File: config.mk
export PLATFORM = sky130hd
export DESIGN_NAME = apb_gpio_slave_flat
export DESIGN_NICKNAME = d
export VERILOG_FILES = /design/src/rtl/apb_gpio_slave_if.sv /design/src/rtl/apb_gpio_slave.sv /design/src/flat_wrapper.sv
export SDC_FILE = /design/constraint.sdc
export NUM_CORES = 1
export LEC_CHECK = 0
export CORE_MARGIN = 2
export CORE_UTILIZATION = 51
export DETAILED_ROUTE_END_ITERATION = 8
export GPL_ROUTABILITY_DRIVEN = 0
export GPL_TIMING_DRIVEN = 0
export PLACE_DENSITY = 0.83
export SLEW_MARGIN = 10
export SYNTH_ARGS = -nofsm -noshare
export SYNTH_HDL_FRONTEND = slang
export SYNTH_SLANG_ARGS = --single-unit
File: constraint.sdc
create_clock -name PCLK -period 2.9 [get_ports PCLK]
set_clock_uncertainty 0.05 [all_clocks]
set_input_delay 0.725 -clock PCLK [delete_from_list [all_inputs] [get_ports PCLK]]
set_output_delay 0.725 -clock PCLK [all_outputs]
set_load 0.02 [all_outputs]
File: src/rtl/apb_gpio_slave_if.sv
// APB bus bundle for the GPIO slave: master drives request fields, slave returns the
// registered response.
interface apb_gpio_slave_if #(
  parameter int ADDR_WIDTH = 32
);
  logic                  PSEL;
  logic                  PENABLE;
  logic                  PWRITE;
  logic [ADDR_WIDTH-1:0] PADDR;
  logic [31:0]           PWDATA;
  logic [3:0]            PSTRB;
  logic [2:0]            PPROT;
  logic [31:0]           PRDATA;
  logic                  PREADY;
  logic                  PSLVERR;

  modport master (
    output PSEL, PENABLE, PWRITE, PADDR, PWDATA, PSTRB, PPROT,
    input  PRDATA, PREADY, PSLVERR
  );

  modport slave (
    input  PSEL, PENABLE, PWRITE, PADDR, PWDATA, PSTRB, PPROT,
    output PRDATA, PREADY, PSLVERR
  );
endinterface

File: src/rtl/apb_gpio_slave.sv
// APB GPIO slave: DOUT/DIR/DIN/INT_EN/INT_STAT registers, one wait state per transfer,
// synchronized pin inputs with rising-edge interrupts.
module apb_gpio_slave #(
  parameter int GPIO_WIDTH = 32,
  parameter int ADDR_WIDTH = 32
) (
  input  logic                  PCLK,
  input  logic                  PRESETn,
  apb_gpio_slave_if.slave       apb,
  input  logic [GPIO_WIDTH-1:0] gpio_in,
  output logic [GPIO_WIDTH-1:0] gpio_out,
  output logic [GPIO_WIDTH-1:0] gpio_oe,
  output logic                  irq
);

  typedef enum logic [1:0] {IDLE, WAIT, RESP} state_t;

  state_t                  state_reg, state_next;
  logic                    commit;
  logic [GPIO_WIDTH-1:0]   dout_reg, dir_reg, int_en_reg, int_stat_reg;
  logic [GPIO_WIDTH-1:0]   sync1_reg, sync2_reg, prev_reg;
  logic [GPIO_WIDTH-1:0]   int_stat_next, rise, clr_bits, wmask, wbits;
  logic [31:0]             strb_mask, rd_val;
  logic [31:0]             prdata_reg;
  logic                    pready_reg, pslverr_reg, irq_reg;
  logic [ADDR_WIDTH-1:0]   paddr;
  logic [7:0]              offset;
  logic                    access, bad, wr_ok;
  logic                    unused_bits;

  assign paddr       = apb.PADDR;
  assign offset      = paddr[7:0];
  assign unused_bits = ^{paddr, apb.PPROT};
  assign access      = apb.PSEL & apb.PENABLE;

  always_ff @(posedge PCLK or negedge PRESETn) begin
    if (!PRESETn) state_reg <= IDLE;
    else          state_reg <= state_next;
  end

  always_comb begin
    state_next = state_reg;
    commit     = 1'b0;
    case (state_reg)
      IDLE: if (access) state_next = WAIT;
      WAIT: begin
        if (access) begin
          state_next = RESP;
          commit     = 1'b1;
        end else begin
          state_next = IDLE;
        end
      end
      RESP:    state_next = IDLE;
      default: state_next = IDLE;
    endcase
  end

  assign bad   = (offset[1:0] != 2'b00) || (offset > 8'h10) || (apb.PWRITE && offset == 8'h08);
  assign wr_ok = commit & apb.PWRITE & ~bad;

  for (genvar gi = 0; gi < 4; gi++) begin : g_lane
    assign strb_mask[gi*8 +: 8] = {8{apb.PSTRB[gi]}};
  end

  assign wmask = GPIO_WIDTH'(strb_mask);
  assign wbits = GPIO_WIDTH'(apb.PWDATA);

  always_comb begin
    rd_val = '0;
    case (offset)
      8'h00:   rd_val = 32'(dout_reg);
      8'h04:   rd_val = 32'(dir_reg);
      8'h08:   rd_val = 32'(sync2_reg);
      8'h0C:   rd_val = 32'(int_en_reg);
      8'h10:   rd_val = 32'(int_stat_reg);
      default: rd_val = '0;
    endcase
  end

  // A new rising edge takes priority over a W1C landing on the same bit.
  assign rise          = sync2_reg & ~prev_reg & int_en_reg;
  assign clr_bits      = (wr_ok && offset == 8'h10) ? (wbits & wmask) : '0;
  assign int_stat_next = (int_stat_reg & ~clr_bits) | rise;

  always_ff @(posedge PCLK or negedge PRESETn) begin
    if (!PRESETn) begin
      dout_reg     <= '0;
      dir_reg      <= '0;
      int_en_reg   <= '0;
      int_stat_reg <= '0;
      sync1_reg    <= '0;
      sync2_reg    <= '0;
      prev_reg     <= '0;
      irq_reg      <= 1'b0;
      prdata_reg   <= '0;
      pready_reg   <= 1'b0;
      pslverr_reg  <= 1'b0;
    end else begin
      sync1_reg    <= gpio_in;
      sync2_reg    <= sync1_reg;
      prev_reg     <= sync2_reg;
      int_stat_reg <= int_stat_next;
      irq_reg      <= |int_stat_reg;
      if (wr_ok && offset == 8'h00) dout_reg   <= (dout_reg   & ~wmask) | (wbits & wmask);
      if (wr_ok && offset == 8'h04) dir_reg    <= (dir_reg    & ~wmask) | (wbits & wmask);
      if (wr_ok && offset == 8'h0C) int_en_reg <= (int_en_reg & ~wmask) | (wbits & wmask);
      // Response fields live only for the single RESP cycle and are zero otherwise.
      pready_reg  <= commit;
      pslverr_reg <= commit & bad;
      prdata_reg  <= (commit && !apb.PWRITE && !bad) ? rd_val : '0;
    end
  end

  assign apb.PRDATA  = prdata_reg;
  assign apb.PREADY  = pready_reg;
  assign apb.PSLVERR = pslverr_reg;
  assign gpio_out    = dout_reg;
  assign gpio_oe     = dir_reg;
  assign irq         = irq_reg;

endmodule

File: src/flat_wrapper.sv
// flat-port wrapper written by rule: the top's interface ports become plain ports
module apb_gpio_slave_flat 
#(
  parameter int GPIO_WIDTH = 32,
  parameter int ADDR_WIDTH = 32
)
  (PCLK, PRESETn, gpio_in, gpio_out, gpio_oe, irq, apb_PSEL, apb_PENABLE, apb_PWRITE, apb_PADDR, apb_PWDATA, apb_PSTRB, apb_PPROT, apb_PRDATA, apb_PREADY, apb_PSLVERR);
  apb_gpio_slave_if #(.ADDR_WIDTH(ADDR_WIDTH)) apb_i ();
  input  logic PCLK;
  input  logic PRESETn;
  input  logic [GPIO_WIDTH-1:0] gpio_in;
  output logic [GPIO_WIDTH-1:0] gpio_out;
  output logic [GPIO_WIDTH-1:0] gpio_oe;
  output logic irq;
  input wire logic [$bits(apb_i.PSEL)-1:0] apb_PSEL;
  input wire logic [$bits(apb_i.PENABLE)-1:0] apb_PENABLE;
  input wire logic [$bits(apb_i.PWRITE)-1:0] apb_PWRITE;
  input wire logic [$bits(apb_i.PADDR)-1:0] apb_PADDR;
  input wire logic [$bits(apb_i.PWDATA)-1:0] apb_PWDATA;
  input wire logic [$bits(apb_i.PSTRB)-1:0] apb_PSTRB;
  input wire logic [$bits(apb_i.PPROT)-1:0] apb_PPROT;
  output wire logic [$bits(apb_i.PRDATA)-1:0] apb_PRDATA;
  output wire logic [$bits(apb_i.PREADY)-1:0] apb_PREADY;
  output wire logic [$bits(apb_i.PSLVERR)-1:0] apb_PSLVERR;
  assign apb_i.PSEL = apb_PSEL;
  assign apb_i.PENABLE = apb_PENABLE;
  assign apb_i.PWRITE = apb_PWRITE;
  assign apb_i.PADDR = apb_PADDR;
  assign apb_i.PWDATA = apb_PWDATA;
  assign apb_i.PSTRB = apb_PSTRB;
  assign apb_i.PPROT = apb_PPROT;
  assign apb_PRDATA = apb_i.PRDATA;
  assign apb_PREADY = apb_i.PREADY;
  assign apb_PSLVERR = apb_i.PSLVERR;
  apb_gpio_slave #(.GPIO_WIDTH(GPIO_WIDTH), .ADDR_WIDTH(ADDR_WIDTH)) u_core (.PCLK(PCLK), .PRESETn(PRESETn), .apb(apb_i), .gpio_in(gpio_in), .gpio_out(gpio_out), .gpio_oe(gpio_oe), .irq(irq));
endmodule
== After elaboration in Yosys (flattened, before gate mapping) ==
Cells that the tools add are included.

* Input port bits: 108
* Register bits after elaboration: 261
* Output and inout port bits: 99
* Word-level logic and storage cells: 61

* $lt $le $gt $ge: 1
* Reduce and logical (&&, ||, !) cells: 15
* Bitwise operators: 19
* Muxes and demuxes: 8
* Eq/ne operators: 6

{| class="wikitable"
|+ Operator list
! kind !! number
|-
| 32-bit AND || 7
|-
| 32-bit case mux with 5 select lines || 1
|-
| 32-bit OR || 4
|-
| 32-bit inverter || 3
|-
| 32-bit 2-to-1 mux || 2
|-
| 32-bit OR reduction || 1
|-
| 8-bit by 4-bit equality test with 1-bit output, second input constant || 2
|-
| 8-bit by 3-bit equality test with 1-bit output, second input constant || 1
|-
| 8-bit by 5-bit equality test with 1-bit output, second input constant || 1
|-
| 8-bit by 5-bit > comparator with 1-bit output, second input constant || 1
|-
| 8-bit zero test || 1
|-
| 1-bit logical AND || 7
|-
| 1-bit AND || 4
|-
| 2-bit 2-to-1 mux || 2
|-
| 2-bit case mux with 2 select lines || 1
|-
| 2-bit by 1-bit equality test with 1-bit output, second input constant || 1
|-
| 1-bit zero test || 2
|-
| 2-bit zero test || 1
|-
| 1-bit logical OR || 2
|-
| 1-bit 2-to-1 mux || 2
|-
| 2-bit by 1-bit inequality test with 1-bit output, second input constant || 1
|-
| 2-bit nonzero test || 1
|-
| 1-bit inverter || 1
|}

== Logic depth before layout (Yosys ltp) ==
* Depth after elaboration: 10
* Depth in mapped cells: 7
* Depth with buffers taken out: 4

== Worst setup path after synthesis ==
No wires, ideal clock.

* Path type: input-to-reg
* Start point: input port apb_PADDR[1]
* End point: register with a tool-made name
* Setup time: 125 ps
* Buffers on the path: 2
* Stages on the path: 6
* Slack: 418 ps
* Arrival: 2,307 ps
* Data required time: 2,725 ps
* Path through: or3_1 > buf_6 > nor4_4 > and3b_1 > buf_4 > mux2_2

{| class="wikitable"
|+ RTL lines
! what !! RTL line !! source
|-
| from (decl) || flat_wrapper.sv:18 || <nowiki>input wire logic [$bits(apb_i.PADDR)-1:0] apb_PADDR;</nowiki>
|}

==> results_dict.tcl <==
set metrics [dict create \
    max_freq_mhz 377 \
    rows 51 \
    synth_ff_type "dfrtp_1" \
    finalHoldWorstSlack_ps 62.3 \
    comb_power_share_pct 5.1 \
    grt_max_degree 104 \
    clk_pin_slew_ps 60 \
    drc_errors 0 \
    fin_setup_tns_ps 0 \
    max-slew-margin-rel_pct 42.4 \
    worst_setup_path_start_kind "input pin" \
    worstReg2RegStart "u_core.state_reg[1]$_DFFE_PN0P_" \
    syn_to_final_growth_pct 30.5 \
    power_density_nw_per_um2 577 \
    seqCellArea_sq_um 6530 \
    critPathArrivalTime_ps 3020 \
    insertion_delay_ps 530 \
    tritoncts "yes" \
    fp.dieW_microns 145 \
    maxCapViolations 0 \
    grt_pass1_vias 7087 \
    p_sw_share_pct 21.3 \
    clockRootBuffer "clkbuf_16" \
    die_area_sq_um 21000 \
    async_flop_share_pct 100 \
    multi_input_area_sq_um 3440 \
    ys_warn_count 0 \
    initial_core_util_pct 52.0 \
    period_share_pct 91.4 \
    synth_top_area_share_pct 64.5 \
    crit_type "in -> reg" \
    vias 6749 \
    final-hold-violation-count 0 \
    ys_seq_area_share_pct 64.5 \
    postCtsSetupRepairBufs 0 \
    rsz0062_at_grt "no" \
    synth-seq-cells 261 \
    netlist_area_sq_um 10100 \
    cts_buffers 26 \
    grt_pass1_wl_microns 39100 \
    final_common_cell "dfrtp_1" \
    worst_pin_slew_ps 863 \
    place_hpwl_microns 16600 \
    drtPass1Iterations 5 \
    layout_common_cells "dfrtp_1 (261), clkdlybuf4s50_1 (177), mux2_2 (137), nand2_1 (79), nor2_1 (57)" \
    min_period_ps 2650 \
    ioPinCount 207 \
    status "completed" \
    core_sq_um 19500 \
    p_int_mw 6.00 \
    p_sw_mw 1.63 \
    p_leak_nw 6.10 \
    wirelength_microns 25000 \
    clock-sinks 261 \
    dp_slack_ps -235 \
    port_buffers 178 \
    fin_ws_ps 250 \
    netlist_instances 732 \
    power_frac_seq_pct 49.3 \
    yosysTopAreaCell "dfrtp_1" \
    yosysUniqueCellTypes 40 \
    dp.cells 1177 \
    setup_viol 0 \
    peakVddDrop_mv 0.435 \
    worst-r2r-setup-slack_ps 540 \
    finalNonFillerCells 1227 \
    htree_levels 1 \
    hp-class "in -> async" \
    required_ps 3270 \
    ys_top_cells_by_area "dfrtp_1 (65%), mux2_2 (15%), nand2_1 (2.9%)" \
    grt.overflow.total 0 \
    crit_path_max_fanout 8 \
    avgSynthCellArea_sq_um 13.8 \
    drive_above_1_share_pct 22.3 \
    startpoint "apb_PWRITE" \
    synth_edf_count 0 \
    pwr-share-clk_pct 45.6 \
    grt_use_total_pct 24.6 \
    ant_nets 0 \
    clk_path_buf_depth 3 \
    cts_resized 0 \
    drt-vias-per-instance 5.50 \
    maxSlewViolCount 0 \
    nNetsFinal 1048 \
    fillers 1344 \
    syn_nets 840 \
    drt_first_iter_violations 462 \
    die_y_microns 145 \
    wl_per_cell_microns 20.4 \
    antenna_found_initial 2 \
    critPathCaptureType "flop" \
    postCtsHoldBufs 0 \
]
## worst max-delay path, cell delays in order
cell,delay (ps)
clkdlybuf4s50_1,610
or3b_1,450
nor4_2,370
nand2_1,440
mux2_2,410
## cells in the mapped netlist, drive strengths merged, types with 2 or more instances
| library cell | n |
|---|---|
| o21ai | 12 |
| inv | 2 |
| mux2 | 150 |
| a222oi | 11 |
| nor2 | 57 |
| nand4 | 2 |
| buf | 13 |
| nand4bb | 2 |
| or3b | 2 |
| a21oi | 23 |
| a21o | 23 |
| nand2b | 12 |
| nor4 | 15 |
| nand3 | 4 |
| dfrtp | 261 |
| or3 | 2 |
| o2bb2ai | 9 |
| a221oi | 10 |
| nor2b | 2 |
| nor3 | 2 |
| and3b | 2 |
| or4bb | 2 |
| clkbuf | 18 |
| mux2i | 10 |
| nand2 | 79 |
| nand4b | 2 |
## cell families (layout without fill, tap and decap cells)
family | Yosys count | count (layout) | share of synthesized area [%]
other | 0 | 2 | 0
AO/OA/AOI/OAI | 89 | 89 | 6.23
multiplexers | 160 | 160 | 18.0
AND/OR/NAND/NOR | 189 | 189 | 9.77
buffers and inverters | 33 | 261 | 1.48
flip-flops | 261 | 261 | 64.5
## power by group through the flow
stage          registers (mW)  clock network, mW  logic [mW]
6_report                 3.76               3.48       0.388
5_1_grt                  3.76               3.68       0.423
4_1_cts                  3.76               3.52       0.392
3_5_place_dp             3.82                  0       0.389
3_3_place_gp             3.82                  0       0.375
2_1_floorplan            3.81                  0       0.124
## routing by layer
metal | vias up | wire length, microns | global-route usage [%]
met5 | - | 0 | 0
met4 | 0 | 428 | 6.39
met3 | 37 | 1840 | 4.90
met2 | 252 | 11900 | 40.0
met1 | 3433 | 10900 | 34.3
li1 | 3027 | - | -
## metrics by stage
stage / utilization, % / instance area, sq um / power (mW)
floorplan: - / 10100 / 3.94
global placement: 62.9 / 12200 / 4.20
detailed placement: 63.2 / 12300 / 4.21
CTS: 67.8 / 13200 / 7.67
global route: 67.8 / 13200 / 7.87
finish: 67.8 / 13200 / 7.62
## area by class of cell
type                    instances  area share [%]
inverters                       2          0.0569
diodes                          2          0.0379
clock inverters                 8           0.701
well taps                     265            2.51
flip-flops and latches        261            49.5
plain buffers                  31            1.08
clock buffers                  40            6.17
repair buffers                180            13.9
multi-input cells             438            26.0
## worst paths after layout
kind                                             endpoint  cells after the start
max                                                  flop                      5
max reg2reg                                          flop                      5
min reg2reg                u_core.sync2_reg[27]$_DFF_PN0_                      0
min in group PCLK          u_core.sync2_reg[27]$_DFF_PN0_                      0
min                        u_core.sync2_reg[27]$_DFF_PN0_                      1
max in group asynchronous   u_core.sync1_reg[9]$_DFF_PN0_                      2
Note: power is estimated with default switching activity, not from simulation.
